`config.mk`:
```
export PLATFORM = sky130hd
export DESIGN_NAME = ifu_axi_master
export DESIGN_NICKNAME = d
export VERILOG_FILES = /design/src/rtl/ifu_axi_master.sv
export SDC_FILE = /design/constraint.sdc
export NUM_CORES = 1
export LEC_CHECK = 0
export BUFFER_PORTS_ARGS = -buffer_cell sky130_fd_sc_hd__buf_2
export CAP_MARGIN = 20
export CORE_MARGIN = 3
export CORE_UTILIZATION = 49
export DETAILED_ROUTE_END_ITERATION = 8
export PLACE_DENSITY = 0.85
export SLEW_MARGIN = 20
export SYNTH_ARGS = -nofsm -noshare
export SYNTH_HDL_FRONTEND = slang
export SYNTH_SLANG_ARGS = --single-unit
export TNS_END_PERCENT = 5
```
`constraint.sdc`:
```
create_clock -name clk -period 6 [get_ports clk]
set_input_delay 1.5 -clock clk [delete_from_list [all_inputs] [get_ports clk]]
set_output_delay 1.5 -clock clk [all_outputs]
set_load 0.01 [all_outputs]
```
`src/rtl/ifu_axi_master.sv`:
```
// ifu_axi_master: single-beat AXI4 read initiator for instruction fetch.
// One outstanding fetch; flush kill, misalign trap, R-phase watchdog.
module ifu_axi_master #(
  parameter logic [3:0]  AXI_ID  = 4'h0,
  parameter int unsigned TIMEOUT = 1023
) (
  input  logic        clk,
  input  logic        rst,
  input  logic        fetch_valid,
  output logic        fetch_ready,
  input  logic [31:0] fetch_pc,
  input  logic        flush,
  output logic        inst_valid,
  input  logic        inst_ready,
  output logic [31:0] inst,
  output logic [1:0]  inst_resp,
  output logic        inst_timeout,
  output logic [31:0] axi_araddr,
  output logic        axi_arvalid,
  input  logic        axi_arready,
  output logic [3:0]  axi_arid,
  output logic [7:0]  axi_arlen,
  output logic [2:0]  axi_arsize,
  output logic [1:0]  axi_arburst,
  input  logic [63:0] axi_rdata,
  input  logic [1:0]  axi_rresp,
  input  logic        axi_rvalid,
  input  logic        axi_rlast,
  input  logic [3:0]  axi_rid,
  output logic        axi_rready
);

  localparam int TW = (TIMEOUT > 0) ? $clog2(TIMEOUT + 1) : 1;
  localparam logic [TW-1:0] TMAX = TW'(TIMEOUT);

  typedef enum logic [1:0] {IDLE, AR, R, RSP} state_t;

  state_t        state, state_n;
  logic [31:0]   pc, pc_n;
  logic          kill, kill_n;
  logic          stale, stale_n;
  logic [TW-1:0] timer, timer_n;
  logic [31:0]   inst_n;
  logic [1:0]    resp_n;
  logic          to_n;
  logic          rdy_n;

  logic          fetch_fire;
  logic          r_fire;
  logic          expired;
  logic [31:0]   lane;
  logic          unused_in;

  assign fetch_fire = fetch_valid & fetch_ready;
  assign r_fire     = axi_rvalid & axi_rready;
  assign expired    = (TIMEOUT != 0) && (timer == TMAX) && !axi_rvalid;
  assign lane       = pc[2] ? axi_rdata[63:32] : axi_rdata[31:0];
  assign unused_in  = ^{axi_rlast, axi_rid};

  assign axi_araddr  = pc;
  assign axi_arvalid = (state == AR);
  assign axi_rready  = (state == R) || stale;
  assign inst_valid  = (state == RSP);
  assign axi_arid    = AXI_ID;
  assign axi_arlen   = 8'd0;
  assign axi_arsize  = 3'b010;
  assign axi_arburst = 2'b01;

  // Register state, captured address, flags, watchdog and result payload
  always_ff @(posedge clk or posedge rst) begin
    if (rst) begin
      state        <= IDLE;
      pc           <= '0;
      kill         <= 1'b0;
      stale        <= 1'b0;
      timer        <= '0;
      inst         <= '0;
      inst_resp    <= '0;
      inst_timeout <= 1'b0;
      fetch_ready  <= 1'b0;
    end else begin
      state        <= state_n;
      pc           <= pc_n;
      kill         <= kill_n;
      stale        <= stale_n;
      timer        <= timer_n;
      inst         <= inst_n;
      inst_resp    <= resp_n;
      inst_timeout <= to_n;
      fetch_ready  <= rdy_n;
    end
  end

  // Next-state and next-payload; a stale beat is drained in any state
  always_comb begin
    state_n = state;
    pc_n    = pc;
    kill_n  = kill;
    stale_n = stale;
    timer_n = timer;
    inst_n  = inst;
    resp_n  = inst_resp;
    to_n    = inst_timeout;
    if (stale && r_fire)
      stale_n = 1'b0;
    unique case (state)
      IDLE: begin
        kill_n = 1'b0;
        if (fetch_fire) begin
          pc_n = fetch_pc;
          if (fetch_pc[1:0] != 2'b00) begin
            state_n = RSP;
            inst_n  = '0;
            resp_n  = 2'b10;
            to_n    = 1'b0;
          end else begin
            state_n = AR;
          end
        end
      end
      AR: begin
        kill_n  = kill | flush;
        timer_n = '0;
        if (axi_arready)
          state_n = R;
      end
      R: begin
        kill_n  = kill | flush;
        timer_n = timer + 1'b1;
        if (r_fire) begin
          if (kill_n) begin
            state_n = IDLE;
          end else begin
            state_n = RSP;
            inst_n  = (axi_rresp == 2'b00) ? lane : '0;
            resp_n  = axi_rresp;
            to_n    = 1'b0;
          end
        end else if (expired) begin
          stale_n = 1'b1;
          if (kill_n) begin
            state_n = IDLE;
          end else begin
            state_n = RSP;
            inst_n  = '0;
            resp_n  = 2'b11;
            to_n    = 1'b1;
          end
        end
      end
      RSP: begin
        if (inst_ready || flush)
          state_n = IDLE;
      end
      default: state_n = IDLE;
    endcase
    rdy_n = (state_n == IDLE) && !stale_n;
  end

endmodule

```
==> out/metrics.cfg <==
[outcome]
outcome=finished, final reports clean

[placed_design]
place.gp.congestion=0.816
io_buffers=175
placed_area_mm2=0.00479
dp_hpwl_um=7210

[setup_path]
crit_arrival_ns=1.80
critPathTopFamily=flip-flops
critPathSlowestCell=dfrtp_1
r2r-start=state[0]
crit_type=flop to output port
endpoint_kind=output port
critPathMaxStageDelay_ns=0.44
required_ns=4.50
crit_fanout=13
worst_r2r_path_depth=6
crit_buf_inv=2
reg2reg_slack_ns=3.42
regToRegEndpoint=inst[6]
cp_cell_sequence=inv_1, ha_1, or2_2, buf_2
cp-start-kind=flop

[global_route]
track_usage_pct=20.7
grt_pass1_wl_um=14500
antenna_found_initial=0
grt_pass1_vias=3082
grt_max_degree=83
grt-ovfl-total=0

[cells_and_area]
num-fill-cells=599
regArea_mm2=0.00205
antenna_cells=0
multiInputGateArea_mm2=0.00167
stdcell_area_mm2=0.00498
drive_gt1_share_pct=45.7
area_growth_pct=27.8
fin_nets=628
final_util_pct=66.6

[sta]
fmax_mhz=303
rsz0062_at_grt=no
tightest_slew_ns=0.937
finalSetupTns_ns=0
hold_violations=0
relSlewSlack_pct=37.6
fin_skew_ns=0.0112
slew_violations=0
setup_viol=0
period_share_pct=55.1
period_minus_slack_ns=3.30

[routing]
ant_nets=0
vias=3126
drtIter0Drc=110
via_per_inst=5.08
dr.pass1.iters=4
drc_errors=0
wl_per_cell_um=15.5
wirelength_um=9510

[worst_hold_path]
holdPathStages=2
hp-start=inst[5]
hold_end=inst[5]
hold_path_class=flop to flop

[clock_tree]
ctsHoldBuffers=0
cts_buffers=9
htree_levels=3
cts_tree=done
cts_buffer_depth=2
clock_sinks=82
root_buffer=clkbuf_8
clk_pin_slew_worst_paths_ns=0.10
post_cts_buffers=0
cts_resized=0
clock_latency_ns=0.35

[synthesis]
synth-seq-cells=82
syn_area_per_cell_um2=11.4
netlist_instances=343
ys_warn_count=0
ys_seq_area_share_pct=52.6
synth_area_mm2=0.00390
post_synth_num_cell_types=45

[power]
power.density_mw_per_mm2=417
vdd_drop_max_mv=0.262
p_leak_uw=0.00261

[die]
dieWidth_um=95.2
die_y_um=95.2
rows=31
start_util_pct=52.1
core-area_mm2=0.00749
die_area_mm2=0.00907
ioPinCount=198

[job]
drv_cap=0

-- kinds of logic (layout without fill, tap and decap cells) --
family | Yosys count | after routing | synth area share [%]
other cells | 2 | 17 | 0.193
mux | 64 | 64 | 17.4
fa+ha+maj | 7 | 7 | 2.24
flops | 82 | 82 | 52.6
compound gates | 60 | 60 | 11.3
simple gates | 78 | 78 | 9.11
buf+inv | 46 | 204 | 6.22
xor+xnor | 4 | 4 | 0.898
-- worst max path at each step --
stage                  start            end  slack (ns)  cells after the start
global placement       flush       inst[31]        2.69                      6
detailed placement     flush        inst[6]        2.62                      6
floorplan                rst  axi_araddr[0]        2.39                      1
finish              state[0]     axi_rready        2.70                      4
global route        state[0]     axi_rready        2.61                      4
CTS                 state[0]     axi_rready        2.68                      4
-- sequential cells by signal (all words and copies together) (netlist names) --
name          count
inst             32
inst_resp         2
kill              1
stale             1
fetch_ready       1
timer            10
inst_timeout      1
axi_araddr       32
state             2
-- per-stage QoR --
step           total power, µW  cells  worst slack, ns  hold WS, ns
6_report                  2080    615             2.70        0.474
5_1_grt                   2220    615             2.61        0.504
4_1_cts                   2100    615             2.68        0.480
3_5_place_dp              1710    599             2.62        0.460
3_3_place_gp              1660    599             2.69        0.456
2_1_floorplan             1410    358             2.39        0.466
-- synthesized netlist by cell type (all sizes together) --
master   count  area [µm²]
dfrtp       82        2050
nand2       46         173
o31ai       33         258
mux2        32         360
mux2i       32         320
buf         26         168
o21ai       12        63.8
clkbuf      11        41.3
inv          9        33.8
nor2         8        30.0
ha           7        87.6
nand3        5        25.0
a21oi        4        20.0
nand4        3        25.0
nor3         3        15.0
or3          3        18.8
conb         2        7.51
nor2b        2        12.5
or2          2        12.5
xnor2        2        17.5
xor2         2        17.5
a21o         1        7.51
a221oi       1        8.76
a311o        1        10.0
a31oi        1        6.26
and2         1        6.26
and4         1        8.76
nand2b       1        6.26
nor3b        1        7.51
nor4         1        6.26
o211ai       1        7.51
o21bai       1        7.51
o221ai       1        8.76
o22a         1        8.76
o2bb2ai      1        8.76
o31a         1        8.76
o41ai        1        16.3
or3b         1        8.76
-- cell type report --
type	instances	share of cell area (%)
clock buffer	9	2.48
sequential	82	41.2
multi-input combinational	230	33.5
timing repair buffer	179	18.2
inverter	9	0.703
clock inverter	7	1.38
tap	99	2.48
-- layer usage --
metal / global-route usage, % / routed length (µm) / vias to the layer above
met1: 23.3 / 3530 / 1497
met5: 0 / 0 / -
met3: 4.34 / 617 / 13
li1: - / - / 1513
met4: 7.21 / 131 / 0
met2: 38.5 / 5220 / 103
-- tightest hold or removal path: stages, from the launching register on --
cell     delay (ns)
dfrtp_1        0.34
nand2_1        0.05
o31ai_1        0.05
-- power by group --
| part | leakage, µW | switching, µW | internal, µW |
|---|---|---|---|
| combinational | 0.00145 | 463 | 385 |
| sequential | 0.00106 | 131 | 706 |
| clock | 0.0000937 | 231 | 163 |
-- layout by cell type, fill, tap and decap left out, types with 2 or more instances in the layout --
cell type	Yosys	layout
nand2_1	46	46
dfrtp_1	82	81
xor2_1	2	2
nand4_1	2	2
nor2_1	8	8
or3_1	3	3
buf_4	17	3
buf_2	5	175
nor2b_1	2	2
xnor2_1	2	2
clkinvlp_4	0	2
mux2_2	32	32
nor3_1	3	3
o31ai_2	2	2
conb_1	2	17
ha_1	7	7
o21ai_1	3	3
inv_1	9	8
nand3_1	5	5
o31ai_1	31	31
o21ai_0	8	8
mux2i_1	32	32
inv_8	0	4
a21oi_1	4	4
clkbuf_8	0	9
Note: power is estimated with default switching activity, not from simulation.
